`config.mk`:
```
export PLATFORM = sky130hd
export DESIGN_NAME = cpu_mem_seq
export DESIGN_NICKNAME = d
export VERILOG_FILES = /design/src/rtl/cpu_mem_pkg.sv /design/src/rtl/cpu_mem_addr_step.sv /design/src/rtl/cpu_mem_seq.sv
export SDC_FILE = /design/constraint.sdc
export NUM_CORES = 1
export LEC_CHECK = 0
export ABC_AREA = 1
export CELL_PAD_IN_SITES_DETAIL_PLACEMENT = 1
export CELL_PAD_IN_SITES_GLOBAL_PLACEMENT = 2
export CORE_MARGIN = 8
export CORE_UTILIZATION = 31
export CTS_CLUSTER_DIAMETER = 100
export DETAILED_ROUTE_END_ITERATION = 10
export PLACE_DENSITY_LB_ADDON = 0.12
export SYNTH_ARGS = -nofsm -noshare
export SYNTH_HDL_FRONTEND = slang
export SYNTH_HIERARCHICAL = 1
export SYNTH_SLANG_ARGS = --single-unit
```
`constraint.sdc`:
```
create_clock -name i_clk -period 8.6 [get_ports i_clk]
set_clock_uncertainty 0.1 [all_clocks]
set_input_delay 0.86 -clock i_clk [delete_from_list [all_inputs] [get_ports i_clk]]
set_output_delay 0.86 -clock i_clk [all_outputs]
set_load 0.02 [all_outputs]
```
`src/rtl/cpu_mem_pkg.sv`:
```
// Shared types, encodings and helpers for the CPU memory-access sequencer.
package cpu_mem_pkg;

  typedef enum logic [1:0] {
    ST_IDLE  = 2'd0,
    ST_ISSUE = 2'd1,
    ST_WAIT  = 2'd2,
    ST_DONE  = 2'd3
  } state_e;

  localparam logic [1:0] SIZE_1 = 2'd0;
  localparam logic [1:0] SIZE_2 = 2'd1;
  localparam logic [1:0] SIZE_4 = 2'd2;

  localparam logic [1:0] WRAP_LIN  = 2'd0;
  localparam logic [1:0] WRAP_PAGE = 2'd1;
  localparam logic [1:0] WRAP_64K  = 2'd2;

  // Wide enough to count the 4 beats of a 32-bit request on an 8-bit bus.
  localparam int unsigned BEAT_W = 3;

  // Number of bus beats for a request size; narrow requests take one beat.
  function automatic logic [BEAT_W-1:0] beats_f(input logic [1:0] size,
                                                input int unsigned bus_w);
    int unsigned nbits;
    nbits = 32'd8 << size;
    if (nbits <= bus_w) return BEAT_W'(1);
    return BEAT_W'(nbits / bus_w);
  endfunction

  // Lane slice carried by a beat: big-endian puts the MS slice at the lowest address.
  function automatic logic [BEAT_W-1:0] lane_sel_f(input logic [BEAT_W-1:0] beat,
                                                   input logic [BEAT_W-1:0] beats,
                                                   input logic              big_endian);
    return big_endian ? BEAT_W'(beats - beat - BEAT_W'(1)) : beat;
  endfunction

  // Byte mask covering the valid bytes of a request size.
  function automatic logic [31:0] size_mask_f(input logic [1:0] size);
    case (size)
      SIZE_1:  return 32'h0000_00FF;
      SIZE_2:  return 32'h0000_FFFF;
      default: return 32'hFFFF_FFFF;
    endcase
  endfunction

endpackage

```
`src/rtl/cpu_mem_addr_step.sv`:
```
// Next beat address: add the step, keeping the bits above the wrap window fixed.
module cpu_mem_addr_step
  import cpu_mem_pkg::*;
#(
  parameter int unsigned ADDR_W = 32
) (
  input  logic [ADDR_W-1:0] i_addr,
  input  logic [ADDR_W-1:0] i_step,
  input  logic [1:0]        i_wrap,
  output logic [ADDR_W-1:0] o_next_c
);

  localparam logic [ADDR_W-1:0] PAGE_M = ADDR_W'(32'h0000_00FF);
  localparam logic [ADDR_W-1:0] BANK_M = ADDR_W'(32'h0000_FFFF);

  logic [ADDR_W-1:0] sum_c;

  // Linear add, then splice the carry-free low window back onto the fixed high bits.
  always_comb begin
    sum_c    = i_addr + i_step;
    o_next_c = sum_c;
    case (i_wrap)
      WRAP_PAGE: o_next_c = (i_addr & ~PAGE_M) | (sum_c & PAGE_M);
      WRAP_64K:  o_next_c = (i_addr & ~BANK_M) | (sum_c & BANK_M);
      default:   o_next_c = sum_c;
    endcase
  end

endmodule

```
`src/rtl/cpu_mem_seq.sv`:
```
// Splits one 1/2/4-byte load or store into BUS_W-wide bus beats with wrap,
// endianness and per-beat ready timeout.
module cpu_mem_seq
  import cpu_mem_pkg::*;
#(
  parameter int unsigned ADDR_W     = 32,
  parameter int unsigned REG_W      = 32,
  parameter int unsigned BUS_W      = 8,
  parameter int unsigned BIG_ENDIAN = 0,
  parameter int unsigned TIMEOUT    = 255
) (
  input  logic              i_clk,
  input  logic              i_rst,
  input  logic              i_req_valid,
  output logic              o_req_ready,
  input  logic              i_req_we,
  input  logic [ADDR_W-1:0] i_req_addr,
  input  logic [1:0]        i_req_size,
  input  logic [1:0]        i_req_wrap,
  input  logic [REG_W-1:0]  i_req_wdata,
  output logic              o_rsp_valid,
  output logic              o_rsp_err,
  output logic [REG_W-1:0]  o_rsp_rdata,
  output logic              o_bus_clk,
  output logic              o_bus_we,
  output logic [ADDR_W-1:0] o_bus_addr,
  output logic [BUS_W-1:0]  o_bus_data,
  input  logic [BUS_W-1:0]  i_bus_data,
  input  logic              i_bus_data_ready
);

  localparam int unsigned CNT_W = (TIMEOUT == 0) ? 1 : $clog2(TIMEOUT + 1);
  localparam int unsigned STEP  = BUS_W / 8;
  localparam logic        BE    = (BIG_ENDIAN != 0);

  state_e              state_q, state_d;
  logic                we_q, we_d;
  logic [1:0]          size_q, size_d;
  logic [1:0]          wrap_q, wrap_d;
  logic [BEAT_W-1:0]   beats_q, beats_d;
  logic [BEAT_W-1:0]   beat_q, beat_d;
  logic [ADDR_W-1:0]   cur_addr_q, cur_addr_d;
  logic [REG_W-1:0]    wdata_q, wdata_d;
  logic [REG_W-1:0]    rdata_q, rdata_d;
  logic                err_q, err_d;
  logic [CNT_W-1:0]    cnt_q, cnt_d;

  logic                req_ready_q, req_ready_d;
  logic                rsp_valid_q, rsp_valid_d;
  logic                rsp_err_q, rsp_err_d;
  logic [REG_W-1:0]    rsp_rdata_q, rsp_rdata_d;
  logic                bus_clk_q, bus_clk_d;
  logic                bus_we_q, bus_we_d;
  logic [ADDR_W-1:0]   bus_addr_q, bus_addr_d;
  logic [BUS_W-1:0]    bus_data_q, bus_data_d;

  logic [ADDR_W-1:0]   next_addr_c;
  logic [BEAT_W-1:0]   lane_cur_c, lane_nxt_c;
  logic [BUS_W-1:0]    rd_mask_c;
  logic                legal_c;

  cpu_mem_addr_step #(
    .ADDR_W (ADDR_W)
  ) u_addr_step (
    .i_addr   (cur_addr_q),
    .i_step   (ADDR_W'(STEP)),
    .i_wrap   (wrap_q),
    .o_next_c (next_addr_c)
  );

  // Next-state, datapath and next-output computation; outputs follow the next state.
  always_comb begin
    state_d     = state_q;
    we_d        = we_q;
    size_d      = size_q;
    wrap_d      = wrap_q;
    beats_d     = beats_q;
    beat_d      = beat_q;
    cur_addr_d  = cur_addr_q;
    wdata_d     = wdata_q;
    rdata_d     = rdata_q;
    err_d       = err_q;
    cnt_d       = cnt_q;
    req_ready_d = 1'b0;
    rsp_valid_d = 1'b0;
    rsp_err_d   = 1'b0;
    rsp_rdata_d = '0;
    bus_clk_d   = 1'b0;
    bus_we_d    = bus_we_q;
    bus_addr_d  = bus_addr_q;
    bus_data_d  = bus_data_q;
    lane_cur_c  = lane_sel_f(beat_q, beats_q, BE);
    lane_nxt_c  = '0;
    rd_mask_c   = BUS_W'(size_mask_f(size_q));
    legal_c     = (i_req_size != 2'd3) && (i_req_wrap != 2'd3) &&
                  ((32'd8 << i_req_size) <= REG_W);

    unique case (state_q)
      ST_IDLE: begin
        if (i_req_valid) begin
          we_d       = i_req_we;
          size_d     = i_req_size;
          wrap_d     = i_req_wrap;
          beats_d    = beats_f(i_req_size, BUS_W);
          beat_d     = '0;
          cur_addr_d = i_req_addr;
          wdata_d    = i_req_we ? (i_req_wdata & REG_W'(size_mask_f(i_req_size))) : '0;
          rdata_d    = '0;
          cnt_d      = '0;
          err_d      = !legal_c;
          state_d    = legal_c ? ST_ISSUE : ST_DONE;
        end
      end
      ST_ISSUE: begin
        cnt_d   = '0;
        state_d = ST_WAIT;
      end
      ST_WAIT: begin
        if (i_bus_data_ready) begin
          if (!we_q) begin
            rdata_d = rdata_q |
                      (REG_W'(i_bus_data & rd_mask_c) << (int'(lane_cur_c) * BUS_W));
          end
          cur_addr_d = next_addr_c;
          beat_d     = beat_q + BEAT_W'(1);
          state_d    = ((beat_q + BEAT_W'(1)) == beats_q) ? ST_DONE : ST_ISSUE;
        end else begin
          cnt_d = cnt_q + CNT_W'(1);
          if ((TIMEOUT != 0) && (cnt_d == CNT_W'(TIMEOUT))) begin
            err_d   = 1'b1;
            rdata_d = '0;
            state_d = ST_DONE;
          end
        end
      end
      ST_DONE: state_d = ST_IDLE;
      default: state_d = ST_IDLE;
    endcase

    lane_nxt_c  = lane_sel_f(beat_d, beats_d, BE);
    req_ready_d = (state_d == ST_IDLE);
    rsp_valid_d = (state_d == ST_DONE);
    rsp_err_d   = rsp_valid_d && err_d;
    rsp_rdata_d = (rsp_valid_d && !err_d) ? rdata_d : '0;

    if (state_d == ST_ISSUE) begin
      bus_clk_d  = 1'b1;
      bus_we_d   = we_d;
      bus_addr_d = cur_addr_d;
      bus_data_d = BUS_W'(wdata_d >> (int'(lane_nxt_c) * BUS_W));
    end else if (state_d != ST_WAIT) begin
      bus_we_d   = 1'b0;
      bus_addr_d = '0;
      bus_data_d = '0;
    end
  end

  // State, request context and registered outputs.
  always_ff @(posedge i_clk or posedge i_rst) begin
    if (i_rst) begin
      state_q     <= ST_IDLE;
      we_q        <= 1'b0;
      size_q      <= '0;
      wrap_q      <= '0;
      beats_q     <= '0;
      beat_q      <= '0;
      cur_addr_q  <= '0;
      wdata_q     <= '0;
      rdata_q     <= '0;
      err_q       <= 1'b0;
      cnt_q       <= '0;
      req_ready_q <= 1'b1;
      rsp_valid_q <= 1'b0;
      rsp_err_q   <= 1'b0;
      rsp_rdata_q <= '0;
      bus_clk_q   <= 1'b0;
      bus_we_q    <= 1'b0;
      bus_addr_q  <= '0;
      bus_data_q  <= '0;
    end else begin
      state_q     <= state_d;
      we_q        <= we_d;
      size_q      <= size_d;
      wrap_q      <= wrap_d;
      beats_q     <= beats_d;
      beat_q      <= beat_d;
      cur_addr_q  <= cur_addr_d;
      wdata_q     <= wdata_d;
      rdata_q     <= rdata_d;
      err_q       <= err_d;
      cnt_q       <= cnt_d;
      req_ready_q <= req_ready_d;
      rsp_valid_q <= rsp_valid_d;
      rsp_err_q   <= rsp_err_d;
      rsp_rdata_q <= rsp_rdata_d;
      bus_clk_q   <= bus_clk_d;
      bus_we_q    <= bus_we_d;
      bus_addr_q  <= bus_addr_d;
      bus_data_q  <= bus_data_d;
    end
  end

  assign o_req_ready = req_ready_q;
  assign o_rsp_valid = rsp_valid_q;
  assign o_rsp_err   = rsp_err_q;
  assign o_rsp_rdata = rsp_rdata_q;
  assign o_bus_clk   = bus_clk_q;
  assign o_bus_we    = bus_we_q;
  assign o_bus_addr  = bus_addr_q;
  assign o_bus_data  = bus_data_q;

endmodule
```
==> Yosys cells after proc, flatten, opt, wreduce, memory -nomap -nowiden <==
Index checks and enable logic that the tools add are counted.
{ "word_totals": {"mem_bits_ro": 0, "mem_count": 0, "input_bits": 81, "ramBits": 0, "output_inout_bits": 77, "latchBits": 0, "register_bits": 193, "elab_cells": 105} }
{ "classes": {"n_addsub": 3, "n_bitwise": 5, "div_mod_pow": 0, "n_reduce_logical": 13, "eq_ne": 15, "muxes": 46, "magnitude_cmp": 2, "shift": 3, "mul": 0} }
{ "op_table": {"columns": ["operator", "count"], "rows": [
  ["2-to-1 mux 32 bit", 14],
  ["one-hot mux 32 bit (2 select lines)", 4],
  ["adder 32 x 1 -> 32 bit, second input constant", 1],
  ["AND 32 bit", 1],
  ["<= comparator 32 x 4 -> 1 bit, second input constant", 1],
  ["<= comparator 32 x 6 -> 1 bit, second input constant", 1],
  ["2-to-1 mux 8 bit", 4],
  ["bitwise OR 32 x 16 -> 32 bit", 1],
  ["bitwise OR 32 bit", 1],
  ["bitwise OR 32 x 8 -> 32 bit", 1],
  ["left shift 4 x 2 -> 32 bit, first input constant", 1],
  ["left shift 8 x 6 -> 32 bit", 1],
  [">> shifter 32 x 6 -> 8 bit", 1],
  ["one-hot mux 8 bit (3 select lines)", 1],
  ["2-to-1 mux 3 bit", 4],
  ["2-to-1 mux 1 bit", 11],
  ["2-to-1 mux 2 bit", 5],
  ["inequality test 2 bit, second input constant", 5],
  ["adder 8 x 1 -> 8 bit, second input constant", 1],
  ["AND 8 bit, second input constant", 1],
  ["== test 2 x 1 -> 1 bit, second input constant", 4],
  ["== test 2 bit, second input constant", 4],
  ["== test 8 bit, second input constant", 1],
  ["one-hot mux 2 bit (4 select lines)", 1],
  ["11 further kinds", 17]
]} }

==> Logic depth before layout (Yosys ltp) <==
Gate-level depths: netlist (run 1).
{ "logic_depth": {"word_depth": 10, "depth_mapped": 16, "ltp_nobuf": 16} }

==> By module <==
The synthesis (run 1) kept the hierarchy.
{ "modules_own_cells": {"columns": ["module", "n_inst", "cells_per_inst", "area_each_um2", "seq_area_each_um2"], "rows": [
  ["cpu_mem_seq", 1, 969, 8351.8, 4830.9],
  ["cpu_mem_addr_step", 1, 573, 2725.1, 0.0]
]} }

==> Least setup slack after synthesis (run 1) <==
Ideal clock, no wire load.
{ "synth_timing": {"path_kind": "register to register", "startpoint": "register cur_addr_q[0]", "endpoint": "register bus_addr_q[28] (netlist: o_bus_addr[28])", "path_buffers": 0, "slack_ps": 6426, "path_stages_with_launch": 15, "required_ps": 8383, "arrival_time_ps": 1957, "cell_sequence": "dfrtp_1 -> ha_1 -> fa_1 -> nand3_1 -> nand3_1 -> nand3_1 -> nand3_2 -> nand2_1 -> nand3_1 -> nand3_1 -> nand2_1 -> nand2_1 -> nand3_1 -> nand2_1 -> nand2_1"} }
{ "synth_between": {"elab_chain_len": 5} }
{ "synth_rtl": {"columns": ["element", "line_no", "text"], "rows": [
  ["start, declared", "cpu_mem_seq.sv:42", "logic [ADDR_W-1:0] cur_addr_q, cur_addr_d;"],
  ["start signal, assigned", "cpu_mem_seq.sv:187", "cur_addr_q <= cur_addr_d;"],
  ["adder 32 x 1 -> 32 bit", "cpu_mem_addr_step.sv:20", "sum_c = i_addr + i_step;"],
  ["one-hot mux 32 bit (2 select lines)", "cpu_mem_addr_step.sv:22", "case (i_wrap)"],
  ["via next_addr_c[28]", "cpu_mem_seq.sv:57", "logic [ADDR_W-1:0] next_addr_c;"],
  ["2-to-1 mux 32 bit", "cpu_mem_seq.sv:119", "if (i_bus_data_ready) begin"],
  ["one-hot mux 32 bit (2 select lines)", "cpu_mem_seq.sv:98", "unique case (state_q)"],
  ["via cur_addr_d[28]", "cpu_mem_seq.sv:42", null],
  ["2-to-1 mux 32 bit", "cpu_mem_seq.sv:146", "if (state_d == ST_ISSUE) begin"],
  ["end signal, assigned", "cpu_mem_seq.sv:198", "bus_addr_q <= bus_addr_d;"],
  ["end, declared", "cpu_mem_seq.sv:54", "logic [ADDR_W-1:0] bus_addr_q, bus_addr_d;"]
]} }
The timed path passes the listed nets, and every way through them passes these cells.
A chain may end at the register's enable or synchronous reset.

==> Final worst setup path (run 1) <==
{ "layout_timing": {"startpoint": "input port i_req_valid", "endpoint": "register bus_data_q[0] (netlist: o_bus_data[0])"} }
{ "layout_between": {"elab_chain_len": 4, "elab_cells_between_ends": 11} }
{ "layout_rtl": {"columns": ["element", "line_no", "text"], "rows": [
  ["start, declared", "cpu_mem_seq.sv:14", "input logic i_req_valid,"],
  ["2-to-1 mux 3 bit, or another cell as far along", "cpu_mem_seq.sv:100", "if (i_req_valid) begin"],
  ["one-hot mux 3 bit (2 select lines), or another cell as far along", "cpu_mem_seq.sv:98", null],
  [">> shifter 32 x 6 -> 8 bit, or another cell as far along", "cpu_mem_seq.sv:150", "bus_data_d = BUS_W'(wdata_d >> (int'(lane_nxt_c) * BUS_W));"],
  ["2-to-1 mux 8 bit or nonzero test 2 bit (tied branches)", null, null],
  ["end signal, assigned", "cpu_mem_seq.sv:199", "bus_data_q <= bus_data_d;"],
  ["end, declared", "cpu_mem_seq.sv:55", "logic [BUS_W-1:0] bus_data_q, bus_data_d;"]
]} }
Several ways; a longest one is shown, not always the timed one.

==> metrics.log, run 1 <==
[metrics] top-count cell post-synth: sky130_fd_sc_hd__nand2_1
[metrics] reg2reg start: state_q[0]
[metrics] setup violation total in the final timing report: 0
[metrics] mean routed wirelength per cell: 16.8 µm
[metrics] crit path capture: o_bus_data[0]
[metrics] cell type of the slowest stage on the worst timing path: sky130_fd_sc_hd__nor2_4
[metrics] prevailing post-synth register cell: sky130_fd_sc_hd__dfrtp_1
[metrics] Port Buffers: 157
[metrics] class of the tightest hold or removal check: reg2reg
[metrics] DRT Wirelength: 36700 µm
[metrics] Period Utilization, post-route: 0.419
[metrics] area added between synthesis and finish: 23.7%
[metrics] biggest cell delay along the critical path: 0.75 ns
[metrics] highest signal layer in the routed design: met5
[metrics] Crit. End Element: register
[metrics] die outline width: 205 µm
[metrics] starting density of the core: 0.313
[metrics] Pwr per Cell Area: 333 nW/µm²
[metrics] clock edge transition at the registers on the reported setup and hold paths: 0.07 ns
[metrics] Seq/Total Area, Yosys: 0.436
[metrics] placer congestion estimate: 0.830
[metrics] clk root buf: sky130_fd_sc_hd__clkbuf_16
[metrics] number of violations of the max-capacitance limit: 0
[metrics] crit path buf inv count: 3
[metrics] DPL Wire Length: 28300 µm
[metrics] flop-to-flop setup slack: 5.23 ns
[metrics] commonest cells in the netlist: sky130_fd_sc_hd__nand2_1, sky130_fd_sc_hd__inv_1, sky130_fd_sc_hd__dfrtp_1
[metrics] fraction of the core area covered by cells at the end of the flow: 0.387
[metrics] number of clock sinks seen by CTS: 193
[metrics] detailed-route DRC error count: 0
[metrics] Worst setup startpoint: i_req_valid
[metrics] leading cell types by total area after synthesis: sky130_fd_sc_hd__dfrtp_1, sky130_fd_sc_hd__nand2_1, sky130_fd_sc_hd__inv_1
[metrics] clock tree from TritonCTS: yes
[metrics] worst-case headroom to the max-slew limit: 0.358
[metrics] average vias per placed instance: 4.64
[metrics] worst endpoint required time: 8.88 ns
[metrics] transition time at the pin with the least slew margin: 0.964 ns
[metrics] total via count in the routed design: 10100
[metrics] number of gates resized after CTS: 0
[metrics] routed wl met3: 1240 µm
[metrics] Critical Path Stages: 10
[metrics] layout cell share with drive strength beyond 1: 0.0563
[metrics] peak fanout along the critical path: 42
[metrics] highest clock rate: 278 MHz
[metrics] combinational fraction of design power: 0.529
[metrics] number of DRC markers after the initial detailed-route iteration: 439
[metrics] Placeable Area: 35400 µm²
[metrics] clock latency on the worst-skew pair: 0.44 ns
[metrics] Routed Antenna Nets: 0
[metrics] die area: 42000 µm²
[metrics] Num CTS Buffers: 17
[metrics] worst r2r path cells: 9
[metrics] largest net degree at the start of global routing: 119
[metrics] first-pass GRT wire length: 59300 µm
[metrics] Max VDD drop: 163 µV
[metrics] maximum root-to-sink buffer count: 2
[metrics] net switching power: 2.20 mW
[metrics] share of the synthesized area in the top cell type: 0.434
[metrics] Seq cells post-synth: 193
[metrics] number of failing hold endpoints at the final stage: 0
[metrics] Top Family by Delay on Critical Path: simple AND/OR/NAND/NOR gates
[metrics] post-layout minimum cycle time: 3.60 ns
[metrics] post-synth top area cell: sky130_fd_sc_hd__dfrtp_1
[metrics] row count: 69
[metrics] number of buffers inserted by post-CTS setup repair: 0
[metrics] total gr overflow: 0
[metrics] cell seen most often among critical-path stages: sky130_fd_sc_hd__nand2_1
[metrics] number of warning messages in the yosys log: 6
[metrics] number of antenna violations at the first check in global routing: 6
[metrics] Sw Share: 0.483
[metrics] cell-by-cell listing of the critical path: clkdlybuf4s50_1, nand3_2, buf_4, inv_2, nand3_1, nand4_1, nor2_2, nor2_4, nand2_1, nand2_1
[metrics] proportion of power drawn by the clock network: 0.176
[metrics] total iterations of the first detailed-routing run: 6
[metrics] Die Y: 205 µm
[metrics] RR Endpoint: o_bus_data[0]
[metrics] fraction of registers with async set/reset: 1.00
[metrics] Total Nets Final: 1829
[metrics] critical path class: in2reg
[metrics] total global-route track usage: 0.178
[metrics] part of the power in registers: 0.294
[metrics] syn avg cell area: 7.18 µm²
[metrics] CTS Hold Bufs: 0
[metrics] CP Launch Type: primary input
[metrics] routed length on met1: 16700 µm
[metrics] count of flip-flops with a built-in enable after synthesis: 0
[metrics] Internal Pwr Total: 2.36 mW
[metrics] number of distinct library cell variants in the gate-level netlist after synthesis: 50
[metrics] static leakage: 7.48 nW
[metrics] crit path DAT: 3.88 ns
[metrics] Fin Setup TNS: 0 ns
[metrics] number of H-tree levels: 4
[metrics] max-slew violation count: 0
[metrics] I/O pin count: 158
[metrics] wire length on met2: 18100 µm
[metrics] result of the run: finished, final reports clean
[metrics] antenna cell count: 0
[metrics] area of the mapped netlist: 11100 µm²
[metrics] Gate Count Post-Synth: 1542
[metrics] RSZ-0062 raised after global routing: false
[metrics] vias in the first global route: 10800
## worst min-delay path by stage
stage,endpoint,start,slack [ns],cells after the start
floorplan,rdata_q[0],rdata_q[0],0.34,2
global placement,rdata_q[0],rdata_q[0],0.35,2
detailed placement,wdata_q[30],wdata_q[30],0.36,2
CTS,rdata_q[7],rdata_q[7],0.38,2
global route,rdata_q[19],rdata_q[19],0.40,2
finish,rdata_q[7],rdata_q[7],0.38,2
## power by group through the flow
stage | registers, mW | logic (mW) | clock network, mW
floorplan | 1.38 | 1.65 | 0
global placement | 1.36 | 2.37 | 0
detailed placement | 1.36 | 2.40 | 0
CTS | 1.35 | 2.41 | 0.831
global route | 1.38 | 2.76 | 0.855
finish | 1.34 | 2.42 | 0.805
## kinds of logic (layout without fill, tap and decap cells)
logic type,Yosys count,after routing,share of synthesized area
AND/OR/NAND/NOR,923,923,0.345
buffers and inverters,260,411,0.0978
flip-flops,193,193,0.436
AO/OA/AOI/OAI,114,114,0.0675
adder cells (fa/ha/maj),37,37,0.0425
XOR/XNOR,13,13,0.0103
other,2,33,0.000678
## layout by cell type (no fill, tap or decap), types with 5 or more instances in the layout
cell type,n
sky130_fd_sc_hd__nand2_1,645
sky130_fd_sc_hd__inv_1,211
sky130_fd_sc_hd__dfrtp_1,192
sky130_fd_sc_hd__clkdlybuf4s50_1,157
sky130_fd_sc_hd__nand3_1,131
sky130_fd_sc_hd__nor2_1,94
sky130_fd_sc_hd__ha_1,36
sky130_fd_sc_hd__a21oi_1,34
sky130_fd_sc_hd__conb_1,33
sky130_fd_sc_hd__o21ai_0,19
sky130_fd_sc_hd__clkbuf_16,17
sky130_fd_sc_hd__nand2_2,16
sky130_fd_sc_hd__a22oi_1,15
sky130_fd_sc_hd__nand4_1,10
sky130_fd_sc_hd__nand3_2,9
sky130_fd_sc_hd__a21oi_2,9
sky130_fd_sc_hd__xnor2_1,7
sky130_fd_sc_hd__nor2_4,6
sky130_fd_sc_hd__xor2_1,6
sky130_fd_sc_hd__inv_6,6
sky130_fd_sc_hd__o21ai_1,5
sky130_fd_sc_hd__inv_2,5
sky130_fd_sc_hd__a31oi_1,5
sky130_fd_sc_hd__nor2_2,5
sky130_fd_sc_hd__o22ai_1,5
## metrics by stage
step / std cells / hold slack [ns] / power [mW] / setup WS [ns] / area (µm²)
6_report: 2185 / 0.379 / 4.56 / 5.00 / 13700
2_1_floorplan: 1573 / 0.337 / 3.03 / 2.39 / 11200
5_1_grt: 2185 / 0.398 / 5.00 / 4.67 / 13700
3_3_place_gp: 2153 / 0.351 / 3.73 / 4.52 / 13100
3_5_place_dp: 2153 / 0.363 / 3.76 / 4.43 / 13100
4_1_cts: 2185 / 0.381 / 4.59 / 4.89 / 13700
## final cells by class
cell class / instances / area, µm²
Clock buffer: 17 / 425
Clock inverter: 15 / 155
Fill cell: 4501 / 21700
Inverter: 220 / 841
Multi-Input combinational cell: 1120 / 5280
Sequential cell: 193 / 4830
Tap cell: 461 / 577
Timing Repair Buffer: 159 / 1590
## sequential cells by signal, indices dropped and copies added (netlist names), 8 cells and up
signal and count:
cur_addr_q 32, o_rsp_rdata 32, o_bus_addr 32, rdata_q 32
cnt_q 8, wdata_q 32, o_bus_data 8
## metal layers
layer,up-vias,GRT usage
met5,-,0
met4,12,0.0437
met3,41,0.0348
met2,105,0.309
met1,4904,0.225
li1,5075,-
## worst min-delay path: cells and delay by family (launching register included)
family,cells,cell delay (ns)
flip-flops,1,0.32
AND/OR/NAND/NOR,2,0.13
No activity file was read; power rests on OpenSTA's default activity.
==> run 2: changes to the inputs <==
Settings changed: CORE_UTILIZATION 31 to 28.
Clock period 8.6 ns to 3.3 ns, I/O delays scaled along.
==> run 2 against run 1 <==
Compared with the run above: cell count grew 3.7%; die area increased by 9.9%; global-route usage shrank 1.0 points; register-to-register slack got worse by 4.6 ns; count of clock-buffer cells in the layout unchanged; critical path type is now reg2reg; highest routed layer is now met4.
==> metrics.log, run 2 (synthesis gave the netlist of run 1 again) <==
[metrics] clock tree from TritonCTS: yes
[metrics] number of failing hold endpoints at the final stage: 0 (unchanged)
[metrics] placer congestion estimate: 0.799 (-3.8%)
[metrics] highest clock rate: 369 MHz
[metrics] Port Buffers: 157 (unchanged)
[metrics] total gr overflow: 0 (unchanged)
[metrics] Critical Path Stages: 12 (+2)
[metrics] CP Launch Type: register
[metrics] RSZ-0062 raised after global routing: false
[metrics] layout cell share with drive strength beyond 1: 0.0655 (+0.00922)
[metrics] Fin Setup TNS: 0 ns (unchanged)
[metrics] Top Family by Delay on Critical Path: simple AND/OR/NAND/NOR gates
[metrics] average vias per placed instance: 4.46 (-3.8%)
[metrics] crit path buf inv count: 1 (-2)
[metrics] Crit. End Element: register
[metrics] Routed Antenna Nets: 0 (unchanged)
[metrics] Worst setup startpoint: cnt_q[1]
[metrics] area added between synthesis and finish: 26.0%
[metrics] most common library cell in the layout ignoring fill and taps: sky130_fd_sc_hd__nand2_1
[metrics] crit path capture: o_bus_addr[13]
[metrics] worst-case headroom to the max-slew limit: 0.276 (-0.0814)
[metrics] CTS Hold Bufs: 0 (unchanged)
[metrics] fillers: 4845 (+7.6%)
[metrics] number of DRC markers after the initial detailed-route iteration: 417 (-5.0%)
[metrics] clock latency on the worst-skew pair: 0.46 ns (+0.02 ns)
[metrics] die outline width: 215 µm (+4.8%)
[metrics] DRT Wirelength: 37900 µm (+3.2%)
[metrics] Power Total: 12.1 mW (+170%)
[metrics] worst endpoint required time: 3.60 ns (-5.28 ns)
[metrics] number of violations of the max-capacitance limit: 0 (unchanged)
[metrics] peak fanout along the critical path: 37 (-12%)
[metrics] total global-route track usage: 0.168 (-0.0102)
[metrics] setup violation total in the final timing report: 0 (unchanged)
[metrics] I/O pin count: 158 (unchanged)
[metrics] class of the tightest hold or removal check: in2async
[metrics] number of buffers inserted by post-CTS setup repair: 0 (unchanged)
[metrics] crit path DAT: 3.00 ns (-0.88 ns)
[metrics] detailed-route DRC error count: 0 (unchanged)
[metrics] flop-to-flop setup slack: 0.59 ns (-4.64 ns)
[metrics] total via count in the routed design: 10100 (-0.23%)
[metrics] cell type of the slowest stage on the worst timing path: sky130_fd_sc_hd__nor2_4
[metrics] total iterations of the first detailed-routing run: 6 (unchanged)
[metrics] Total Nets Final: 1846 (+0.93%)
[metrics] antenna cell count: 0 (unchanged)
[metrics] Pwr per Cell Area: 870 nW/µm² (+160%)
[metrics] first-pass GRT wire length: 62000 µm (+4.5%)
[metrics] result of the run: finished, final reports clean
[metrics] Placeable Area: 39400 µm² (+11%)
[metrics] reg2reg start: cnt_q[1]
[metrics] RR Endpoint: o_bus_addr[13]
[metrics] Period Utilization, post-route: 0.820
[metrics] maximum root-to-sink buffer count: 2 (unchanged)
[metrics] vias in the first global route: 11200 (+3.6%)
[metrics] critical path class: reg2reg
[metrics] post-layout minimum cycle time: 2.71 ns
[metrics] Die Y: 215 µm (+4.8%)
[metrics] starting density of the core: 0.281 (-0.0316)
[metrics] number of clock sinks seen by CTS: 193 (unchanged)
[metrics] worst r2r path cells: 12 (+3)
[metrics] max-slew violation count: 0 (unchanged)
[metrics] mean routed wirelength per cell: 16.7 µm (-0.44%)
[metrics] Num CTS Buffers: 17 (unchanged)
[metrics] number of antenna violations at the first check in global routing: 0 (-6)
[metrics] biggest cell delay along the critical path: 0.78 ns (+0.03 ns)
[metrics] DPL Wire Length: 28800 µm (+2.0%)
[metrics] most frequent cells in the layout: sky130_fd_sc_hd__nand2_1, sky130_fd_sc_hd__inv_1, sky130_fd_sc_hd__dfrtp_1
[metrics] number of H-tree levels: 4 (unchanged)
[metrics] cell-by-cell listing of the critical path: ha_1, nand3_1, nor2_1, nand2_1, nand2_1, nor2_4, nand3_2, nand2_2, nor2_4, buf_4, nand2_1, nand2_1
[metrics] static leakage: 7.58 nW (+1.3%)
[metrics] number of gates resized after CTS: 0 (unchanged)
[metrics] Max VDD drop: 407 µV (+150%)
[metrics] largest net degree at the start of global routing: 165 (+39%)
[metrics] transition time at the pin with the least slew margin: 1.09 ns (+0.122 ns)
[metrics] row count: 73 (+5.8%)
[metrics] clk root buf: sky130_fd_sc_hd__clkbuf_16
[metrics] clock edge transition at the registers on the reported setup and hold paths: 0.08 ns (about the same)
[metrics] cell seen most often among critical-path stages: sky130_fd_sc_hd__nand2_1
[metrics] die area: 46200 µm² (+9.9%)
[run 2: cell types whose count changed in the layout (fill, tap and decap cells not counted)]
cell | previous run | this run
sky130_fd_sc_hd__bufinv_16 | 2 | 1
sky130_fd_sc_hd__clkinv_2 | 4 | 0
sky130_fd_sc_hd__clkinv_8 | 0 | 2
sky130_fd_sc_hd__inv_6 | 6 | 2
sky130_fd_sc_hd__clkinv_4 | 1 | 3
sky130_fd_sc_hd__buf_12 | 0 | 2
sky130_fd_sc_hd__inv_12 | 0 | 1
sky130_fd_sc_hd__inv_8 | 1 | 5
sky130_fd_sc_hd__buf_4 | 2 | 17
[run 2: worst register-to-register path, cell delays in order (launching register included)]
cell                      delay (ns)
sky130_fd_sc_hd__dfrtp_1        0.44
sky130_fd_sc_hd__ha_1           0.24
sky130_fd_sc_hd__nand3_1        0.12
sky130_fd_sc_hd__nor2_1         0.11
sky130_fd_sc_hd__nand2_1        0.05
sky130_fd_sc_hd__nand2_1        0.12
sky130_fd_sc_hd__nor2_4         0.06
sky130_fd_sc_hd__nand3_2        0.09
sky130_fd_sc_hd__nand2_2        0.12
sky130_fd_sc_hd__nor2_4         0.78
sky130_fd_sc_hd__buf_4          0.29
sky130_fd_sc_hd__nand2_1        0.05
sky130_fd_sc_hd__nand2_1        0.07
[run 2: layout make-up]
class | count | area [µm²] | area share
multi-input combinational | 1120 | 5280 | 0.379
sequential | 193 | 4830 | 0.346
timing repair buffer | 176 | 1740 | 0.125
inverter | 220 | 837 | 0.0600
tap | 525 | 657 | 0.0471
clock buffer | 17 | 425 | 0.0305
clock inverter | 15 | 185 | 0.0133
[run 2: worst min-delay path by stage]
stage,start,endpoint,slack [ns]
after CTS,i_rst,o_bus_clk,0.24
after global routing,i_rst,o_bus_clk,0.27
after detailed placement,rdata_q[7],rdata_q[7],0.36
after floorplan,rdata_q[0],rdata_q[0],0.34
after global placement,rdata_q[0],rdata_q[0],0.35
final,i_rst,o_bus_clk,0.25
[run 2: metal layers]
| metal | routed length, µm | track usage |
|---|---|---|
| met5 | 0 | 0 |
| met2 | 18300 | 0.288 |
| met3 | 1370 | 0.0386 |
| met1 | 17900 | 0.213 |
| met4 | 421 | 0.0377 |
[run 2: stage by stage]
stage	hold WS, ns	instances	utilization	instance area, µm²	worst slack, ns
2_1_floorplan	0.337	1573	-	11200	0.380
3_3_place_gp	0.352	2234	0.339	13300	0.462
3_5_place_dp	0.356	2234	0.339	13300	0.396
4_1_cts	0.241	2266	0.355	14000	0.486
5_1_grt	0.274	2266	0.355	14000	0.250
6_report	0.254	2266	0.355	14000	0.594
[run 2: where the power goes]
group          internal, mW  switching, mW  total (mW)
Combinational          2.11           4.40        6.50
Clock                  1.10           1.10        2.19
Sequential             3.03          0.414        3.45
==> run 3: changes to the inputs <==
Settings changed: CORE_UTILIZATION 28 to 31.
Clock period 3.3 ns to 2.6 ns, I/O delays scaled along.
==> run 3 against run 2 <==
Compared with the run above: via count up 2.6%; power grew 29%; routed wire length hardly changed; critical path depth up 1; design area increased by 0.90%; clock power is 22% higher; critical endpoint is now o_bus_addr[16]; largest power group unchanged; highest routed layer is now met5.
==> metrics.log, run 3 (synthesis gave the netlist of run 1 again) <==
[metrics] detailed-route DRC error count: 0 (unchanged)
[metrics] CTS Hold Bufs: 0 (unchanged)
[metrics] fraction of the core area covered by cells at the end of the flow: 0.398 (+0.0433)
[metrics] cell type of the slowest stage on the worst timing path: sky130_fd_sc_hd__fa_2
[metrics] CP Launch Type: register
[metrics] fillers: 4465 (-7.8%)
[metrics] number of failing hold endpoints at the final stage: 0 (unchanged)
[metrics] total gr overflow: 0 (unchanged)
[metrics] mean routed wirelength per cell: 17.0 µm (+1.7%)
[metrics] worst endpoint required time: 2.89 ns (-0.71 ns)
[metrics] total global-route track usage: 0.183 (+0.0146)
[metrics] crit path DAT: 2.65 ns (-0.35 ns)
[metrics] die area: 42000 µm² (-9.0%)
[metrics] vias in the first global route: 11200 (-0.036%)
[metrics] Placeable Area: 35400 µm² (-10%)
[metrics] row count: 69 (-5.5%)
[metrics] Max VDD drop: 350 µV (-14%)
[metrics] DPL Wire Length: 29400 µm (+1.9%)
[metrics] class of the tightest hold or removal check: in2async
[metrics] clock tree from TritonCTS: yes
[metrics] DRT Wirelength: 37900 µm (about the same)
[metrics] number of violations of the max-capacitance limit: 0 (unchanged)
[metrics] Routed Antenna Nets: 0 (unchanged)
[metrics] most common library cell in the layout ignoring fill and taps: sky130_fd_sc_hd__nand2_1
[metrics] total iterations of the first detailed-routing run: 4 (-2)
[metrics] peak fanout along the critical path: 4 (-89%)
[metrics] cell seen most often among critical-path stages: sky130_fd_sc_hd__nand2_1
[metrics] area added between synthesis and finish: 27.1%
[metrics] clk root buf: sky130_fd_sc_hd__clkbuf_16
[metrics] Die Y: 205 µm (-4.6%)
[metrics] number of antenna violations at the first check in global routing: 3 (+3)
[metrics] first-pass GRT wire length: 61100 µm (-1.5%)
[metrics] biggest cell delay along the critical path: 0.40 ns (-0.38 ns)
[metrics] setup violation total in the final timing report: 0 (unchanged)
[metrics] number of clock sinks seen by CTS: 193 (unchanged)
[metrics] Pwr per Cell Area: 1110 nW/µm² (+28%)
[metrics] Power Total: 15.7 mW (+29%)
[metrics] Crit. End Element: register
[metrics] clock latency on the worst-skew pair: 0.45 ns (about the same)
[metrics] die outline width: 205 µm (-4.6%)
[metrics] highest clock rate: 422 MHz (+14%)
[metrics] most frequent cells in the layout: sky130_fd_sc_hd__nand2_1, sky130_fd_sc_hd__inv_1, sky130_fd_sc_hd__dfrtp_1
[metrics] maximum root-to-sink buffer count: 2 (unchanged)
[metrics] post-layout minimum cycle time: 2.37 ns (-0.339 ns)
[metrics] Port Buffers: 157 (unchanged)
[metrics] number of DRC markers after the initial detailed-route iteration: 455 (+9.1%)
[metrics] clock edge transition at the registers on the reported setup and hold paths: 0.08 ns (about the same)
[metrics] RSZ-0062 raised after global routing: false
[metrics] placer congestion estimate: 0.836 (+4.6%)
[metrics] critical path class: reg2reg
[metrics] cell-by-cell listing of the critical path: ha_2, fa_2, nand3_1, nand3_2, a21oi_2, nor2_1, o21ai_1, nand3_1, nand2_1, nand2_1, nand3_1, nand2_1, nand2_1
[metrics] starting density of the core: 0.313 (+0.0316)
[metrics] average vias per placed instance: 4.66 (+4.3%)
[metrics] total via count in the routed design: 10400 (+2.6%)
[metrics] Total Nets Final: 1871 (+1.4%)
[metrics] result of the run: finished, final reports clean
[metrics] largest net degree at the start of global routing: 90 (-45%)
[metrics] layout cell share with drive strength beyond 1: 0.0810 (+0.0155)
[metrics] transition time at the pin with the least slew margin: 0.668 ns (-0.417 ns)
[metrics] number of H-tree levels: 4 (unchanged)
[metrics] worst-case headroom to the max-slew limit: 0.553 (+0.277)
[metrics] static leakage: 7.71 nW (+1.7%)
[metrics] Period Utilization, post-route: 0.911 (+0.0905)
[metrics] I/O pin count: 158 (unchanged)
[metrics] max-slew violation count: 0 (unchanged)
[metrics] Num CTS Buffers: 17 (unchanged)
==> run 3: worst max-delay path, delay by kind of cell (launching register included) <==
kind                     cells  cell delay [ns]
AND/OR/NAND/NOR              9             0.84
adder cells (fa/ha/maj)      2             0.64
flip-flops                   1             0.39
AO/OA/AOI/OAI                2             0.35
==> run 3: cell type report <==
cell class,instances,area (µm²),share of cell area
multi-input cells,1121,5320,0.378
repair buffers,200,1930,0.137
clock inverters,13,136,0.00968
flip-flops and latches,193,4830,0.343
well taps,461,577,0.0410
diodes,1,2.50,0.000178
inverters,220,845,0.0600
clock buffers,19,443,0.0314
==> run 3: metal layers <==
metal,part of all wire,vias up,GRT usage
met5,0.00066,-,0
met4,0.014,4,0.0411
met3,0.034,31,0.0326
met2,0.49,122,0.315
met1,0.46,5049,0.235
li1,-,5168,-
==> run 3: repair_timing <==
item	4_1_cts	5_1_grt
gates resized for setup	1	8
buffers inserted	0	1
pin swaps	0	3
endpoints found under the setup margin	3	41
cloned	0	1
==> run 3: final timing paths <==
kind / start / endpoint / slack, ns / depth (start not counted)
max: cur_addr_q[0] / o_bus_addr[16] / 0.23 / 13
min: i_rst / cur_addr_q[7] / 0.23 / 3
max reg2reg: cur_addr_q[0] / o_bus_addr[16] / 0.23 / 13
min reg2reg: wdata_q[30] / wdata_q[30] / 0.38 / 2
max in group asynchronous: i_rst / wdata_q[10] / 1.67 / 3
min in group i_clk: i_req_wdata[18] / wdata_q[18] / 0.31 / 3
==> run 3: power breakdown <==
group	internal (mW)	leakage (nW)	switching, mW
clock network	1.39	0.288	1.28
registers	3.85	2.59	0.507
logic	2.90	4.83	5.77
==> run 3: through the flow <==
| step | setup slack, ns | area (µm²) | std cells | hold slack (ns) | setup TNS (ns) |
|---|---|---|---|---|---|
| final | 0.233 | 14100 | 2228 | 0.226 | 0 |
| after global routing | 0.00747 | 14100 | 2227 | 0.246 | 0 |
| after CTS | 0.00214 | 14000 | 2225 | 0.225 | 0 |
| after detailed placement | -0.00844 | 13500 | 2193 | 0.362 | -0.0181 |
| after global placement | 0.0413 | 13500 | 2193 | 0.352 | 0 |
| after floorplan | -0.250 | 11200 | 1573 | 0.268 | -47.92 |
